===== config.mk =====
export PLATFORM = sky130hd
export DESIGN_NAME = ahf4722_risc521
export DESIGN_NICKNAME = d
export VERILOG_FILES = /design/src/rtl/ahf4722_risc521.sv
export SDC_FILE = /design/constraint.sdc
export NUM_CORES = 1
export LEC_CHECK = 0
export CAP_MARGIN = 40
export CORE_UTILIZATION = 67
export DETAILED_ROUTE_END_ITERATION = 10
export GPL_TIMING_DRIVEN = 0
export PLACE_DENSITY = 0.87
export SLEW_MARGIN = 20
export SYNTH_ARGS = -nofsm -noshare
export SYNTH_HDL_FRONTEND = slang
export SYNTH_SLANG_ARGS = --single-unit

===== constraint.sdc =====
create_clock -name Clk -period 9.4 [get_ports Clk]
set_clock_uncertainty 0.05 [all_clocks]
set_input_delay 1.41 -clock Clk [delete_from_list [all_inputs] [get_ports Clk]]
set_output_delay 1.41 -clock Clk [all_outputs]
set_load 0.05 [all_outputs]

===== src/rtl/ahf4722_risc521.sv =====
// RISC521 core: 8-bit single-cycle CPU with combinational program ROM, 4x8 register
// file, 16x8 data RAM, 5-bit switch input and a registered 8-bit display latch.
module ahf4722_risc521 #(
  parameter int PC_W   = 5,
  parameter int RAM_AW = 4,
  // Word k of the ROM occupies bits [16k+15:16k].
  parameter logic [(2**PC_W)*16-1:0] ROM_IMAGE = {
    {26{16'h0000}},
    16'hC002, 16'h9000, 16'h2100, 16'h8800, 16'h1401, 16'h1000
  }
) (
  input  logic       Clk,
  input  logic       Reset,
  input  logic [4:0] SW_in,
  output logic [7:0] Disp_out
);

  typedef enum logic {ST_RUN, ST_HALT} state_t;

  state_t            r_state, w_state_nxt;
  logic [PC_W-1:0]   r_pc, w_pc_nxt;
  logic [7:0]        r_rf  [4];
  logic [7:0]        r_ram [2**RAM_AW];
  logic              r_z, r_c;
  logic [7:0]        r_disp;

  logic [15:0]       w_instr;
  logic [3:0]        w_op;
  logic [1:0]        w_rd, w_rs;
  logic [7:0]        w_imm, w_a, w_b;
  logic [8:0]        w_sum;
  logic [7:0]        w_res, w_wdata;
  logic              w_c_nxt, w_rf_we, w_flag_we, w_ram_we, w_disp_we;
  logic [RAM_AW-1:0] w_addr;

  assign w_instr  = ROM_IMAGE[{r_pc, 4'b0000} +: 16];
  assign w_op     = w_instr[15:12];
  assign w_rd     = w_instr[11:10];
  assign w_rs     = w_instr[9:8];
  assign w_imm    = w_instr[7:0];
  assign w_a      = r_rf[w_rd];
  assign w_b      = r_rf[w_rs];
  assign w_sum    = {1'b0, w_a} + {1'b0, w_b};
  assign w_addr   = w_imm[RAM_AW-1:0];
  assign Disp_out = r_disp;

  always_comb begin
    w_state_nxt = r_state;
    w_pc_nxt    = r_pc + 1'b1;
    w_rf_we     = 1'b0;
    w_wdata     = '0;
    w_flag_we   = 1'b0;
    w_res       = '0;
    w_c_nxt     = r_c;
    w_ram_we    = 1'b0;
    w_disp_we   = 1'b0;
    if (r_state == ST_HALT) begin
      w_pc_nxt = r_pc;
    end else begin
      case (w_op)
        4'h1: begin w_rf_we = 1'b1; w_wdata = w_imm; end
        4'h2: begin w_flag_we = 1'b1; w_res = w_sum[7:0]; w_c_nxt = w_sum[8]; end
        4'h3: begin w_flag_we = 1'b1; w_res = w_a - w_b; w_c_nxt = (w_b > w_a); end
        4'h4: begin w_flag_we = 1'b1; w_res = w_a & w_b; w_c_nxt = 1'b0; end
        4'h5: begin w_flag_we = 1'b1; w_res = w_a | w_b; w_c_nxt = 1'b0; end
        4'h6: begin w_flag_we = 1'b1; w_res = w_a ^ w_b; w_c_nxt = 1'b0; end
        4'h7: begin
          w_flag_we = 1'b1;
          if (w_imm[0]) begin w_res = {1'b0, w_a[7:1]}; w_c_nxt = w_a[0]; end
          else          begin w_res = {w_a[6:0], 1'b0}; w_c_nxt = w_a[7]; end
        end
        4'h8: begin w_rf_we = 1'b1; w_wdata = {3'b000, SW_in}; end
        4'h9: w_disp_we = 1'b1;
        4'hA: begin w_rf_we = 1'b1; w_wdata = r_ram[w_addr]; end
        4'hB: w_ram_we = 1'b1;
        4'hC: w_pc_nxt = w_imm[PC_W-1:0];
        4'hD: if (r_z) w_pc_nxt = w_imm[PC_W-1:0];
        4'hE: if (r_c) w_pc_nxt = w_imm[PC_W-1:0];
        4'hF: begin w_state_nxt = ST_HALT; w_pc_nxt = r_pc; end
        default: ;
      endcase
      if (w_flag_we) begin
        w_rf_we = 1'b1;
        w_wdata = w_res;
      end
    end
  end

  always_ff @(posedge Clk) begin
    if (Reset) r_state <= ST_RUN;
    else       r_state <= w_state_nxt;
  end

  always_ff @(posedge Clk) begin
    if (Reset) begin
      r_pc   <= '0;
      r_z    <= 1'b0;
      r_c    <= 1'b0;
      r_disp <= '0;
      for (int unsigned i = 0; i < 4; i++) r_rf[i] <= '0;
      for (int unsigned i = 0; i < 2**RAM_AW; i++) r_ram[i] <= '0;
    end else begin
      r_pc <= w_pc_nxt;
      if (w_rf_we)   r_rf[w_rd]    <= w_wdata;
      if (w_ram_we)  r_ram[w_addr] <= w_b;
      if (w_disp_we) r_disp        <= w_b;
      if (w_flag_we) begin
        r_z <= (w_res == 8'h00);
        r_c <= w_c_nxt;
      end
    end
  end

endmodule


==> Word level (Yosys, flattened, before mapping) <==
Memory sizes are Yosys's and may differ from the RTL's.
Cells that the tools add are included.
{ "word_totals": {"ff_bits": 16, "ram_bits": 160, "in_bits": 7, "n_memories": 2} }
{ "classes": {"add_sub_neg": 3, "order_cmp": 1, "eq_ne": 15, "shift": 1, "muxes": 37, "n_bitwise": 5, "n_reduce_logical": 9} }
{ "mem_list": {"columns": ["memory", "words", "word_bits", "rd", "rd_clocked_by_memory_dff", "write_ports", "line", "text"], "rows": [
  ["r_ram", 16, 8, 1, 0, 16, "23", "logic [7:0] r_ram [2**RAM_AW];"],
  ["r_rf", 4, 8, 2, 0, 4, "22", "logic [7:0] r_rf [4];"]
]} }
{ "ops": {"columns": ["cell", "count"], "rows": [
  ["512-bit by 10-bit indexed part select with 16-bit output, first input constant", 1],
  ["8-bit 2-to-1 mux", 6],
  ["8-bit one-hot mux with 6 select lines", 1],
  ["4-bit == test, second input constant", 8],
  ["8-bit one-hot mux with 3 select lines", 1],
  ["1-bit 2-to-1 mux", 23],
  ["5-bit one-hot mux with 4 select lines", 1],
  ["4-bit by 3-bit == test with 1-bit output, second input constant", 4],
  ["8-bit OR reduction", 2],
  ["5-bit 2-to-1 mux", 2],
  ["8-bit by 8-bit adder with 9-bit output", 1],
  ["8-bit AND", 1],
  ["4-bit by 2-bit == test with 1-bit output, second input constant", 2],
  ["8-bit greater-than comparator", 1],
  ["8-bit logical NOT", 1],
  ["8-bit OR", 1],
  ["8-bit subtractor", 1],
  ["8-bit XOR", 1],
  ["3-bit OR reduction", 2],
  ["6-bit OR reduction", 1],
  ["5-bit by 1-bit adder with 5-bit output, second input constant", 1],
  ["4-bit by 1-bit == test with 1-bit output, second input constant", 1],
  ["4-bit 2-to-1 mux", 1],
  ["1-bit one-hot mux with 4 select lines", 1],
  ["other kinds (5)", 6]
]} }

==> Depth between registers and ports, before layout <==
{ "logic_depth": {"word_depth": 12, "depth_mapped": 19, "mapped_depth_nobuf": 16} }

==> Least setup slack after synthesis <==
OpenSTA, ideal clock, no wires.
{ "synth_timing": {"path_type": "register -> register", "from": "register r_pc[2]", "to": "memory r_rf[1][6], data pin", "setup_time_ns": 0.264, "arrival_ns": 3.830, "required_ns": 9.086, "setup_slack_ns": 5.257, "stages_incl_launch_ff": 18, "path_buffers": 4, "period_less_slack_ns": 4.143, "cell_sequence": "dfxtp_1 buf_2 buf_1 inv_1 ha_1 or3b_1 clkbuf_1 buf_2 mux2i_1 ha_1 ha_1 nor2_1 o21ai_0 a31oi_1 xor2_1 o221ai_1 a21oi_1 nor2_1"} }
{ "synth_rtl": {"columns": ["element", "line", "text"], "rows": [
  ["from (decl)", "21", "logic [PC_W-1:0] r_pc, w_pc_nxt;"],
  ["from (signal assigned)", "103", "r_pc <= w_pc_nxt;"],
  ["to (decl)", "22", null]
]} }

==> summary.txt <==
Run status
  – Outcome: completed

Layout
  – Most common cell after layout, fill and taps aside: nor2_1
  – Layout cells sized above 1: 9.058%
  – Commonest non-fill, non-tap cells in the layout: nor2_1, edfxtp_1, nand2_1
  – Final #Nets: 587
  – Antenna cell count: 0
  – Post-route cell area: 0.005298 mm^2
  – Fillers: 501
  – Area grow syn2layout: 10.06%

Clock tree
  – TritonCTS Sinks: 72
  – Clk root buf: clkbuf_8
  – CTS tree: done
  – Reg clk slew, reported paths: 0.08 ns
  – Bufs on Longest Clock Path: 2
  – Post-CTS Resized: 0
  – Worst-Skew Late Latency: 0.36 ns
  – H-Tree Depth: 3
  – Inserted Clock Buffers: 9
  – Hold-fix buffers, CTS: 0
  – Setup Buffers After CTS: 0

Place
  – I/O Buffers: 13
  – Placer Congestion: 0.9538
  – DP Wirelength: 9932 um
  – Placed inst area: 0.005097 mm^2
  – Pre-CTS setup slack: 3.954 ns

Global route
  – First-pass GRT wire length: 20670 um
  – Antenna violations before repair: 0
  – Number of global-route vias before repair: 3946
  – All-Layer GR Usage: 37.32%
  – Largest net degree at the start of global routing: 14
  – Grt total ovfl: 0

Pwr
  – Power density cells: 195.7 mW/mm^2
  – Internal power: 0.6385 mW
  – Seq pwr share: 37.1%
  – Comb power frac: 38.6%
  – Sw Pwr: 0.3981 mW
  – Clock power share: 24.3%
  – Design Power: 1.037 mW
  – Worst VDD drop: 0.1668 mV
  – Leakage Power: 2.055 nW
  – Sw frac: 38.40%

Critical path
  – Slowest stage delay, CP: 0.76 ns
  – Slowest library cell on the worst path: mux2i_1
  – Reg2Reg Capture Point: r_rf[0][6]
  – Reg-to-reg critical path startpoint: r_pc[2]
  – Critical Path Source: r_pc[2]
  – Data required time at the worst endpoint: 9.44 ns
  – Worst Path Arrival: 5.70 ns
  – Crit path kind: reg -> reg
  – Reg2Reg Setup Slack: 3.74 ns
  – CP endpoint kind: register
  – CP Cell Sequence: buf_2 -> buf_1 -> inv_1 -> ha_1 -> or3b_1 -> clkbuf_1 -> buf_2 -> mux2i_1 -> inv_1 -> ha_1 -> or2_2 -> a21o_1 -> a31oi_1 -> xnor2_1 -> o221ai_1 -> a21oi_1 -> nor2_1
  – Setup crit end: r_rf[0][6]
  – CP Launch Type: register
  – Worst r2r path cells: 17
  – Worst Path Max Fanout: 10

Yosys
  – Ys Warns: 0
  – Yosys reg bits: 72
  – EDFF count, synth: 56
  – Most used DFF post-synth: edfxtp_1
  – Unique cell type count in the Yosys netlist: 67
  – Mean Syn Cell Area: 9.365 um^2
  – Sequential element share of the synthesized area: 41.59%
  – Mapped Cells: 514
  – Ys async rst share: 0%
  – Post-synthesis cell area: 0.004813 mm^2

Route
  – Vias per cell: 6.559
  – Via Count: 4250
  – WL/cell: 20.66 um
  – Drt drc: 0
  – Final wirelength: 13390 um
  – ANT nets after route: 0
  – Drt first pass iters: 7
  – Iter 0 DRT Violations: 442

Job
  – Max Cap Viol: 0

Worst hold path
  – Min-delay worst type: reg -> reg

Die
  – Rows: 30
  – Die height: 86.76 um
  – Die Footprint: 0.007527 mm^2
  – Io pins: 15
  – Core area: 0.006869 mm^2
  – Initial Util: 70.07%
  – Die extent in x: 86.76 um

Timing
  – Post-route minimum period: 5.660 ns
  – Final setup violating endpoints: 0
  – F_max: 0.1767 GHz
  – Max-slew violations: 0
  – Slew margin rel.: 37.64%
  – Worst Tran Pin Value: 0.9093 ns
  – Fin crit share: 60.21%
  – Setup TNS Final: 0 ns
  – Setup ws final: 3.740 ns
  – Unrepaired setup endpoints after global routing: no
  – Fin. Hold Viols: 0
-- kinds of logic after synthesis --
group	Yosys count	share of synthesized area [%]
AO/OA/AOI/OAI	116	16.95
XOR/XNOR	6	1.092
adder cells (fa/ha/maj)	33	8.734
buffers and inverters	55	5.043
flip-flops	72	41.59
multiplexers	29	6.135
other	1	0.07791
AND/OR/NAND/NOR	202	20.38
-- through the flow --
stage | hold WS [ns] | std cells | utilization [%]
after floorplan | 0.4188 | 521 | -
after global placement | 0.4347 | 630 | 74.10
after detailed placement | 0.4426 | 631 | 74.21
after CTS | 0.4542 | 647 | 77.05
after global routing | 0.4756 | 648 | 77.12
final | 0.4568 | 648 | 77.12
-- layer usage --
layer  global-route usage, %  vias to the layer above  part of all wire (%)  wire length (um)
met5                       0                        -                     0                 0
met3                   7.714                       63                    10              1375
met2                   59.02                      279                    46              6172
li1                        -                     1924                     -                 -
met1                   49.00                     1984                    39              5277
met4                   18.64                        0                   4.2               564
-- flip-flops by register name (all words and copies together) (netlist names) --
register  cells
r_z           1
r_pc          5
r_state       1
Disp_out      8
r_c           1
r_rf         32
r_ram        24
-- power by group through the flow --
stage          logic (mW)  clock network [mW]  registers [mW]
4_1_cts             0.387               0.249           0.384
3_5_place_dp        0.383                   0           0.391
5_1_grt             0.428               0.261           0.387
3_3_place_gp        0.372                   0           0.389
2_1_floorplan       0.264                   0           0.405
6_report            0.400               0.252           0.384
-- worst min path at each step --
stage / slack (ns) / to / cells after the start / startpoint
global route: 0.48 / Disp_out[6] / 2 / Disp_out[6]
global placement: 0.43 / Disp_out[3] / 2 / Disp_out[3]
CTS: 0.45 / Disp_out[5] / 2 / Disp_out[5]
floorplan: 0.42 / r_z / 2 / r_z
detailed placement: 0.44 / Disp_out[5] / 2 / Disp_out[5]
finish: 0.46 / Disp_out[5] / 2 / Disp_out[5]
-- worst max-delay path, delay by kind of cell (launching register included) --
kind | cells | cell delay (ns)
AND/OR/NAND/NOR | 3 | 0.63
multiplexers | 1 | 0.76
adder cells (fa/ha/maj) | 2 | 0.62
buffers and inverters | 6 | 1.59
XOR/XNOR | 1 | 0.16
AO/OA/AOI/OAI | 4 | 1.11
flip-flops | 1 | 0.44
-- synthesized netlist by cell type (all sizes together), types with 12 or more instances --
cell type | instances | area, um^2
ha | 32 | 400.4
nor2 | 90 | 345.3
a211oi | 13 | 97.59
nand3 | 12 | 60.06
a21oi | 25 | 128.9
dfxtp | 16 | 320.3
o21ai | 15 | 75.07
mux2i | 25 | 250.2
nand2 | 41 | 153.9
inv | 24 | 90.09
edfxtp | 56 | 1682
buf | 15 | 92.58
clkbuf | 16 | 60.06
-- area by class of cell --
class / instances / area, um^2 / share of cell area [%]
buffer: 31 / 152.6 / 2.881
clock buffer: 10 / 127.6 / 2.409
clock inverter: 6 / 67.56 / 1.275
inverter: 24 / 90.09 / 1.701
multi-input combinational: 394 / 2595 / 48.98
sequential: 72 / 2002 / 37.79
tap: 96 / 120.1 / 2.267
timing repair buffer: 15 / 142.6 / 2.692
No activity file was read; power rests on OpenSTA's default activity.
